`src/rtl/imem_fetch_ctrl_if.sv`:
```
// Fetch controller bus: instruction-memory port, redirect input and decode handshake.
// The perf counter signals exist only when FETCH_PERF_EN is defined.
interface imem_fetch_ctrl_if;
  logic [31:0] imem_addr;
  logic [31:0] imem_instr;
  logic        redirect_valid;
  logic [31:0] redirect_pc;
  logic        out_valid;
  logic        out_ready;
  logic [31:0] out_pc;
  logic [31:0] out_instr;
  logic        out_fault;
`ifdef FETCH_PERF_EN
  logic [31:0] perf_fetched;
  logic [31:0] perf_stall;

  modport master (
    output imem_addr, input imem_instr, input redirect_valid, input redirect_pc,
    output out_valid, input out_ready, output out_pc, output out_instr, output out_fault,
    output perf_fetched, output perf_stall
  );
  modport slave (
    input imem_addr, output imem_instr, output redirect_valid, output redirect_pc,
    input out_valid, output out_ready, input out_pc, input out_instr, input out_fault,
    input perf_fetched, input perf_stall
  );
`else
  modport master (
    output imem_addr, input imem_instr, input redirect_valid, input redirect_pc,
    output out_valid, input out_ready, output out_pc, output out_instr, output out_fault
  );
  modport slave (
    input imem_addr, output imem_instr, output redirect_valid, output redirect_pc,
    input out_valid, output out_ready, input out_pc, input out_instr, input out_fault
  );
`endif
endinterface

```
`src/rtl/imem_fetch_ctrl.sv`:
```
// Instruction fetch sequencer: owns the PC, tracks the one-cycle memory read, buffers words
// for decode, handles redirects and address faults. FETCH_PERF_EN adds fetch/stall counters.
module imem_fetch_ctrl #(
  parameter logic [31:0] RESET_PC   = 32'h0100_0000,
  parameter logic [31:0] IMEM_BASE  = 32'h0100_0000,
  parameter int          IMEM_SIZE  = 2048,
  parameter int          FIFO_DEPTH = 4
) (
  input  logic              clk,
  input  logic              rst,
  imem_fetch_ctrl_if.master bus
);
  localparam int          PW        = $clog2(FIFO_DEPTH);
  localparam int          CW        = PW + 1;
  localparam logic [31:0] IMEM_LAST = IMEM_BASE + 32'(IMEM_SIZE) - 32'd4;
  localparam logic [31:0] NOP_INSTR = 32'h0000_0013;

  typedef enum logic [0:0] {ST_FETCH = 1'b0, ST_HALT = 1'b1} state_t;

  typedef struct packed {
    logic [31:0] pc;
    logic [31:0] instr;
    logic        fault;
  } entry_t;

  function automatic logic addr_legal(input logic [31:0] addr);
    return (addr[1:0] == 2'b00) && (addr >= IMEM_BASE) && (addr <= IMEM_LAST);
  endfunction

  state_t        state_r, state_nxt_s;
  logic [31:0]   imem_addr_r;
  logic          d_v_r;
  logic [31:0]   d_pc_r;
  entry_t        fifo_mem_r [FIFO_DEPTH];
  logic [PW-1:0] rd_ptr_r, wr_ptr_r;
  logic [CW-1:0] count_r;
  logic [CW:0]   occ_s;
  logic          out_valid_s, pop_s, room_s, a_v_s, fault_push_s, push_s;
  entry_t        head_s, push_entry_s;

  assign out_valid_s = (count_r != {CW{1'b0}});
  assign pop_s       = out_valid_s && bus.out_ready;
  assign head_s      = fifo_mem_r[rd_ptr_r];
  // Entries already buffered (after this cycle's pop) plus the word returning now
  assign occ_s       = (CW+1)'(count_r) - (CW+1)'(pop_s) + (CW+1)'(d_v_r);
  assign room_s      = (occ_s < (CW+1)'(FIFO_DEPTH));

  // Issue/fault decision and selection of the word entering the buffer
  always_comb begin
    a_v_s        = 1'b0;
    fault_push_s = 1'b0;
    push_s       = 1'b0;
    push_entry_s = '{pc: d_pc_r, instr: bus.imem_instr, fault: 1'b0};
    if (bus.redirect_valid) begin
      push_s = 1'b0;
    end else begin
      if ((state_r == ST_FETCH) && room_s) begin
        if (addr_legal(imem_addr_r)) begin
          a_v_s = 1'b1;
        end else if (!d_v_r) begin
          fault_push_s = 1'b1;
        end else begin
          fault_push_s = 1'b0;
        end
      end else begin
        a_v_s = 1'b0;
      end
      // A returning word always goes first; the fault entry waits until nothing is in flight
      if (d_v_r) begin
        push_s = 1'b1;
      end else if (fault_push_s) begin
        push_s       = 1'b1;
        push_entry_s = '{pc: imem_addr_r, instr: NOP_INSTR, fault: 1'b1};
      end else begin
        push_s = 1'b0;
      end
    end
  end

  // Next-state logic: a fault halts fetch until a redirect
  always_comb begin
    state_nxt_s = state_r;
    case (state_r)
      ST_FETCH: begin
        if (bus.redirect_valid)  state_nxt_s = ST_FETCH;
        else if (fault_push_s)   state_nxt_s = ST_HALT;
        else                     state_nxt_s = ST_FETCH;
      end
      ST_HALT: begin
        if (bus.redirect_valid)  state_nxt_s = ST_FETCH;
        else                     state_nxt_s = ST_HALT;
      end
      default: state_nxt_s = ST_FETCH;
    endcase
  end

  // State register
  always_ff @(posedge clk or posedge rst) begin
    if (rst) state_r <= ST_FETCH;
    else     state_r <= state_nxt_s;
  end

  // PC, in-flight read tracking and buffer pointers
  always_ff @(posedge clk or posedge rst) begin
    if (rst) begin
      imem_addr_r <= RESET_PC;
      d_v_r       <= 1'b0;
      d_pc_r      <= 32'h0000_0000;
      rd_ptr_r    <= {PW{1'b0}};
      wr_ptr_r    <= {PW{1'b0}};
      count_r     <= {CW{1'b0}};
    end else if (bus.redirect_valid) begin
      imem_addr_r <= bus.redirect_pc;
      d_v_r       <= 1'b0;
      d_pc_r      <= imem_addr_r;
      rd_ptr_r    <= {PW{1'b0}};
      wr_ptr_r    <= {PW{1'b0}};
      count_r     <= {CW{1'b0}};
    end else begin
      d_v_r  <= a_v_s;
      d_pc_r <= imem_addr_r;
      if (a_v_s)  imem_addr_r <= imem_addr_r + 32'd4;
      if (push_s) wr_ptr_r    <= wr_ptr_r + PW'(1);
      if (pop_s)  rd_ptr_r    <= rd_ptr_r + PW'(1);
      count_r <= count_r + CW'(push_s) - CW'(pop_s);
    end
  end

  // Buffer storage
  always_ff @(posedge clk or posedge rst) begin
    if (rst) begin
      for (int i = 0; i < FIFO_DEPTH; i++) fifo_mem_r[i] <= '{pc: 32'h0, instr: 32'h0, fault: 1'b0};
    end else if (push_s) begin
      fifo_mem_r[wr_ptr_r] <= push_entry_s;
    end
  end

  assign bus.imem_addr = imem_addr_r;
  assign bus.out_valid = out_valid_s;
  assign bus.out_pc    = out_valid_s ? head_s.pc    : 32'h0000_0000;
  assign bus.out_instr = out_valid_s ? head_s.instr : 32'h0000_0000;
  assign bus.out_fault = out_valid_s ? head_s.fault : 1'b0;

`ifdef FETCH_PERF_EN
  logic [31:0] perf_fetched_r, perf_stall_r;

  // Accepted good words and empty-buffer cycles while fetching; redirects do not clear them
  always_ff @(posedge clk or posedge rst) begin
    if (rst) begin
      perf_fetched_r <= 32'h0000_0000;
      perf_stall_r   <= 32'h0000_0000;
    end else begin
      if (pop_s && !head_s.fault)                 perf_fetched_r <= perf_fetched_r + 32'd1;
      if (!out_valid_s && (state_r == ST_FETCH))  perf_stall_r   <= perf_stall_r + 32'd1;
    end
  end

  assign bus.perf_fetched = perf_fetched_r;
  assign bus.perf_stall   = perf_stall_r;
`endif
endmodule
```
`src/flat_wrapper.sv`:
```
// flat-port wrapper written by rule: the top's interface ports become plain ports
module imem_fetch_ctrl_flat 
#(
  parameter logic [31:0] RESET_PC   = 32'h0100_0000,
  parameter logic [31:0] IMEM_BASE  = 32'h0100_0000,
  parameter int          IMEM_SIZE  = 2048,
  parameter int          FIFO_DEPTH = 4
)
  (clk, rst, bus_imem_addr, bus_imem_instr, bus_redirect_valid, bus_redirect_pc, bus_out_valid, bus_out_ready, bus_out_pc, bus_out_instr, bus_out_fault);
  imem_fetch_ctrl_if bus_i ();
  input  logic clk;
  input  logic rst;
  output wire logic [$bits(bus_i.imem_addr)-1:0] bus_imem_addr;
  input wire logic [$bits(bus_i.imem_instr)-1:0] bus_imem_instr;
  input wire logic [$bits(bus_i.redirect_valid)-1:0] bus_redirect_valid;
  input wire logic [$bits(bus_i.redirect_pc)-1:0] bus_redirect_pc;
  output wire logic [$bits(bus_i.out_valid)-1:0] bus_out_valid;
  input wire logic [$bits(bus_i.out_ready)-1:0] bus_out_ready;
  output wire logic [$bits(bus_i.out_pc)-1:0] bus_out_pc;
  output wire logic [$bits(bus_i.out_instr)-1:0] bus_out_instr;
  output wire logic [$bits(bus_i.out_fault)-1:0] bus_out_fault;
  assign bus_imem_addr = bus_i.imem_addr;
  assign bus_i.imem_instr = bus_imem_instr;
  assign bus_i.redirect_valid = bus_redirect_valid;
  assign bus_i.redirect_pc = bus_redirect_pc;
  assign bus_out_valid = bus_i.out_valid;
  assign bus_i.out_ready = bus_out_ready;
  assign bus_out_pc = bus_i.out_pc;
  assign bus_out_instr = bus_i.out_instr;
  assign bus_out_fault = bus_i.out_fault;
  imem_fetch_ctrl #(.RESET_PC(RESET_PC), .IMEM_BASE(IMEM_BASE), .IMEM_SIZE(IMEM_SIZE), .FIFO_DEPTH(FIFO_DEPTH)) u_core (.clk(clk), .rst(rst), .bus(bus_i));
endmodule
```
`config.mk`:
```
export PLATFORM = sky130hd
export DESIGN_NAME = imem_fetch_ctrl_flat
export DESIGN_NICKNAME = d
export VERILOG_FILES = /design/src/rtl/imem_fetch_ctrl_if.sv /design/src/rtl/imem_fetch_ctrl.sv /design/src/flat_wrapper.sv
export SDC_FILE = /design/constraint.sdc
export NUM_CORES = 1
export LEC_CHECK = 0
export ABC_AREA = 0
export CAP_MARGIN = 30
export CORE_UTILIZATION = 57
export CTS_CLUSTER_SIZE = 12
export DETAILED_ROUTE_END_ITERATION = 6
export GPL_TIMING_DRIVEN = 0
export PLACE_DENSITY = 0.91
export SYNTH_ARGS = -nofsm -noshare
export SYNTH_HDL_FRONTEND = slang
export SYNTH_SLANG_ARGS = --single-unit
```
`constraint.sdc`:
```
create_clock -name clk -period 12.88 [get_ports clk]
set_clock_uncertainty 0.2 [all_clocks]
set_input_delay 2.576 -clock clk [delete_from_list [all_inputs] [get_ports clk]]
set_output_delay 2.576 -clock clk [all_outputs]
set_load 0.02 [all_outputs]
```
# Word-level counts from Yosys, hierarchy flattened
# Index checks and enable logic that the tools add are counted.
[word_totals] reg_bits=333 inputBits=68
[classes] n_addsub=7 magnitude_cmp=6 muxes=35 bitwise_logic=3 n_reduce_logical=10
[op_table] op="two-way mux 65 bit" n=6
[op_table] op="bitwise mux 260 bit" n=1
[op_table] op="binary-select mux 65 bit (select 2 bit)" n=1
[op_table] op="demux 65 bit (select 2 bit)" n=1
[op_table] op="two-way mux 32 bit" n=4
[op_table] op="adder 32 x 3 -> 32 bit, second input constant" n=1
[op_table] op="greater-or-equal comparator 32 x 25 -> 1 bit, second input constant" n=1
[op_table] op="<= comparator 32 x 25 -> 1 bit, second input constant" n=1
[op_table] op="two-way mux 1 bit" n=16
[op_table] op="two-way mux 2 bit" n=4
[op_table] op="greater-or-equal comparator 3 bit, second input constant" n=2
[op_table] op="inverter 2 -> 3 bit" n=2
[op_table] op="nonzero test 2 bit" n=3
[op_table] op="logical AND 1 bit" n=5
[op_table] op="adder 2 x 1 -> 2 bit, second input constant" n=2
[op_table] op="adder 4 x 1 -> 4 bit" n=1
[op_table] op="less-than comparator 4 x 3 -> 1 bit, second input constant" n=1
[op_table] op="subtractor 3 x 1 -> 4 bit" n=1
[op_table] op="adder 3 x 1 -> 3 bit" n=1
[op_table] op="less-than comparator 3 x 1 -> 1 bit, second input constant" n=1
[op_table] op="two-way mux 3 bit" n=1
[op_table] op="nonzero test 3 bit" n=1
[op_table] op="subtractor 3 x 1 -> 3 bit" n=1
[op_table] op="logical NOT 2 bit" n=1
[op_table] op="2 further kinds" n=2

# Depth between registers and ports, before layout
[logic_depth] word_depth=14 mapped_depth=14

# Least setup slack after synthesis
# Ideal clock, no wire load.
[synth_timing] path_type="input-to-reg" from="input port bus_out_ready" to="register u_core.fifo_mem_r[51] (netlist bit)" setup_time_ps=125 arrival_ps=4782 setup_slack_ps=7773 stages=9 n_path_buf=1 cell_sequence="nand2_1 > or2_2 > ha_1 > a31o_1 > mux2_4 > nor4b_4 > buf_2 > mux2_2 > mux2_2"
[synth_via] elab_chain_cells=11 word_cells_on_any_way=14
[synth_lines] item="from (decl)" line_no="flat_wrapper.sv:18" source="input wire logic [$bits(bus_i.out_ready)-1:0] bus_out_ready;"
[synth_lines] item="logical AND 1 bit (*)" line_no="imem_fetch_ctrl.sv:42" source="assign pop_s = out_valid_s && bus.out_ready;"
[synth_lines] item="subtractor 3 x 1 -> 4 bit (*)" line_no="imem_fetch_ctrl.sv:45" source="assign occ_s = (CW+1)'(count_r) - (CW+1)'(pop_s) + (CW+1)'(d_v_r);"
[synth_lines] item="adder 4 x 1 -> 4 bit (*)" line_no="imem_fetch_ctrl.sv:45"
[synth_lines] item="less-than comparator 4 x 3 -> 1 bit (*)" line_no="imem_fetch_ctrl.sv:46" source="assign room_s = (occ_s < (CW+1)'(FIFO_DEPTH));"
[synth_lines] item="logical AND 1 bit (*)" line_no="imem_fetch_ctrl.sv:57" source="if ((state_r == ST_FETCH) && room_s) begin"
[synth_lines] item="two-way mux 1 bit (*)" line_no="imem_fetch_ctrl.sv:57"
[synth_lines] item="two-way mux 1 bit (*)" line_no="imem_fetch_ctrl.sv:54" source="if (bus.redirect_valid) begin"
[synth_lines] item="two-way mux 65 bit" line_no="imem_fetch_ctrl.sv:71" source="end else if (fault_push_s) begin"
[synth_lines] item="two-way mux 65 bit" line_no="imem_fetch_ctrl.sv:69" source="if (d_v_r) begin"
[synth_lines] item="two-way mux 65 bit" line_no="imem_fetch_ctrl.sv:54"
[synth_lines] item="bitwise mux 260 bit" line_no="imem_fetch_ctrl.sv:134" source="fifo_mem_r[wr_ptr_r] <= push_entry_s;"
[synth_lines] item="to (signal, indexed assignment)" line_no="imem_fetch_ctrl.sv:134"
[synth_lines] item="to (decl)" line_no="imem_fetch_ctrl.sv:34" source="entry_t fifo_mem_r [FIFO_DEPTH];"
# Every way passes the cells marked *; elsewhere a longest branch is shown, timed or not. The select of a mux whose other input is x is not followed.
# A chain may end at the register's enable or synchronous reset.

# Final worst setup path
[layout_timing] from="register u_core.rd_ptr_r[0]" to="output port bus_out_pc[11]"
[layout_via] elab_chain_cells=5
[layout_lines] item="from (decl)" line_no="imem_fetch_ctrl.sv:35" source="logic [PW-1:0] rd_ptr_r, wr_ptr_r;"
[layout_lines] item="from (signal assigned)" line_no="imem_fetch_ctrl.sv:109" source="rd_ptr_r <= {PW{1'b0}};"
[layout_lines] item="from (signal assigned)" line_no="imem_fetch_ctrl.sv:116" source="rd_ptr_r <= {PW{1'b0}};"
[layout_lines] item="from (signal assigned)" line_no="imem_fetch_ctrl.sv:124" source="if (pop_s) rd_ptr_r <= rd_ptr_r + PW'(1);"
[layout_lines] item="inverter 2 -> 3 bit (not written as such)" line_no="imem_fetch_ctrl.sv:43" source="assign head_s = fifo_mem_r[rd_ptr_r];"
[layout_lines] item="binary-select mux 65 bit (select 2 bit)" line_no="imem_fetch_ctrl.sv:43"
[layout_lines] item="two-way mux 65 bit (not written as such) (2 in series)" line_no="imem_fetch_ctrl.sv:43"
[layout_lines] item="two-way mux 32 bit" line_no="imem_fetch_ctrl.sv:140" source="assign bus.out_pc = out_valid_s ? head_s.pc : 32'h0000_0000;"
[layout_lines] item="to (decl)" line_no="flat_wrapper.sv:19" source="output wire logic [$bits(bus_i.out_pc)-1:0] bus_out_pc;"
# Every way passes these cells. The select of a mux whose other input is x is not followed.

==> impl_metrics.toml <==
[run_status]
status = "finished clean"

[floorplanning]
initial_core_util_pct = 57.95
die_x_um = 164.8
ios = 166
die-area_mm2 = 0.02715
rows = 59
die_y_um = 164.8
coreArea_mm2 = 0.02606

[worst_setup_path]
crit_path_start_kind = "flip-flop"
critical_path_class = "reg2out"
worstSetupEndpointType = "primary output"
cp.required_ps = 10100
critPathMaxFanout = 10
arrival_ps = 3410

[place]
port_buffers = 164
post-place-ws_ps = 6589
dpl.cell_count = 1487
hpwl_um = 22200
gp_congestion = 0.7652

[layout]
instances_no_fill = 1548
nets = 1269
nFillCells = 1736
final_cell_mix = "dfrtp_1 (332), mux2_2 (312), clkdlybuf4s50_1 (164), and2_1 (66), mux4_2 (65)"
diodes = 0
final_common_cell = "dfrtp_1"
syn_to_final_growth_pct = 21.77
regArea_mm2 = 0.008334
multi_input_area_mm2 = 0.006299
layout-drive-gt1-share_pct = 39.24

[sta]
min_period_ps = 6187
worst_slew_margin_rel_pct = 39.41
drv_slew = 0
setup-violations-final = 0
period_share_pct = 48.03
fmax_ghz = 0.1616
setup_slack_ps = 6693
worst_slew_pin_slew_ps = 908.8
rsz0062_at_grt = "no"
finalHoldViolations = 0

[route]
drtIter0Drc = 517
ant_nets = 0
drc_errors = 0
routed_wirelength_um = 33330
vias_per_cell = 5.766
first_pass_iters = 6
vias = 8926
wire_per_inst_um = 21.53

[clock_network]
cts_setup_buffers = 0
numCtsBuffers = 36
cts_resized = 0
cts-root-buf = "clkbuf_16"
clk-insertion-delay-late_ps = 510
clk_pin_slew_ps = 60
clock_sinks = 333
cts_max_path_buffers = 3
cts-htree-levels = 2
cts_tree = "done"
hold_buffers = 0

[global_routing]
antenna_found_initial = 1
grt_overflow_total = 0
grt_pass1_vias = 9699
track_usage_pct = 25.84
grt_pass1_wl_um = 53300
grt_max_degree = 131

[synth]
ys_seq_area_share_pct = 55.19
syn_inst = 986
syn_area_mm2 = 0.01510
syn_area_per_cell_um2 = 15.32
synth_cell_types = 35
synth.net_count = 1064
yosysWarnings = 0
synth_seq_cells = 333

[run]
maxCapViolCount = 0

[power]
p_per_area_mw_per_mm2 = 243.1
p_leak_nw = 8.015
ir_drop_mv = 0.1475

[worst_hold_path]
hold_path.class = "reg2reg"
[critical path, stage by stage, from the launching register on]
cell and delay, ps:
dfrtp_1 320, clkbuf_1 140, clkbuf_1 650, buf_2 490, mux4_2 550, and2_1 210
clkdlybuf4s50_1 550
[flip-flops by register name, indices dropped and copies added (netlist names)]
register,count
u_core.d_v_r,1
u_core.count_r,3
u_core.d_pc_r,32
u_core.state_r,1
u_core.bus.imem_addr,32
u_core.fifo_mem_r,260
u_core.rd_ptr_r,2
u_core.wr_ptr_r,2
[area by class of cell]
cell class / count / share of cell area [%]
Sequential cell: 333 / 45.32
Tap cell: 335 / 2.279
Clock buffer: 58 / 6.062
Buffer: 63 / 2.279
Clock inverter: 2 / 0.1905
Multi-Input combinational cell: 577 / 34.25
Inverter: 13 / 0.3062
Timing Repair Buffer: 167 / 9.308
[where the power goes]
group	internal, mW	switching [mW]	leakage [nW]
registers	1.42	0.200	4.23
clock network	0.608	0.397	0.565
logic	1.01	0.837	3.22
total	3.04	1.43	8.01
[Yosys cell counts]
cell type,number,share of area (%)
dfrtp_1,332,55
mux2_2,312,23
or2_2,5,0.21
ha_1,9,0.75
nor2b_1,30,1.2
and3_1,6,0.25
buf_4,5,0.25
nand4_1,2,0.083
xnor2_1,5,0.29
o31a_1,1,0.058
clkbuf_1,23,0.57
fa_1,1,0.13
xor2_1,9,0.52
a31o_1,1,0.058
nor3_1,1,0.033
nor3b_1,6,0.30
mux2i_1,3,0.20
nand2b_1,1,0.041
dfstp_2,1,0.17
inv_1,13,0.32
buf_6,20,1.5
nor4b_4,1,0.16
nor2_1,11,0.27
a21o_1,1,0.050
mux4_2,65,9.7
nand2_1,15,0.37
nor4_1,5,0.21
buf_1,4,0.099
and2_1,66,2.7
mux2_4,1,0.099
o21ai_0,11,0.36
or3_1,1,0.041
buf_2,11,0.36
a21oi_2,1,0.058
nand3_1,7,0.23
[per-layer routing]
metal	track usage [%]	part of all wire (%)	vias to the layer above
met5	0	0.039	-
met4	8.173	2.4	2
met3	3.290	4.0	57
met2	43.37	50	205
met1	35.27	44	4722
li1	-	-	3940
[metrics by stage]
| stage | setup TNS [ps] | util [%] | area [um^2] | total power, mW | hold slack [ps] |
|---|---|---|---|---|---|
| global placement | -875150 | 65.86 | 17160 | 3.394 | 224.2 |
| floorplan | 0 | - | 15100 | 2.828 | 252.6 |
| global route | 0 | 70.57 | 18390 | 4.701 | 246.1 |
| CTS | 0 | 70.51 | 18370 | 4.498 | 233.0 |
| finish | 0 | 70.57 | 18390 | 4.470 | 232.9 |
| detailed placement | 0 | 66.10 | 17220 | 3.475 | 223.0 |
[worst paths after layout]
check / cells past startpoint / startpoint / slack [ps] / to
setup / recovery: 6 / u_core.rd_ptr_r[0] / 6690 / bus_out_pc[11]
hold / removal: 0 / u_core.bus.imem_addr[24] / 230 / u_core.d_pc_r[24]
setup reg to reg: 11 / u_core.count_r[1] / 8550 / u_core.fifo_mem_r[183]
hold reg to reg: 0 / u_core.bus.imem_addr[24] / 230 / u_core.d_pc_r[24]
max in group asynchronous: 4 / rst / 8570 / u_core.fifo_mem_r[118]
min in group asynchronous: 2 / rst / 2350 / u_core.fifo_mem_r[9]
[cells by family after synthesis]
logic type,after synthesis,synth area share (%)
AO/OA/AOI/OAI,15,0.5883
XOR/XNOR,14,0.8120
adder cells (fa/ha/maj),10,0.8783
buffers and inverters,76,3.099
flip-flops,333,55.19
multiplexers,381,33.26
AND/OR/NAND/NOR,157,6.173
Note: power is estimated with default switching activity, not from simulation.
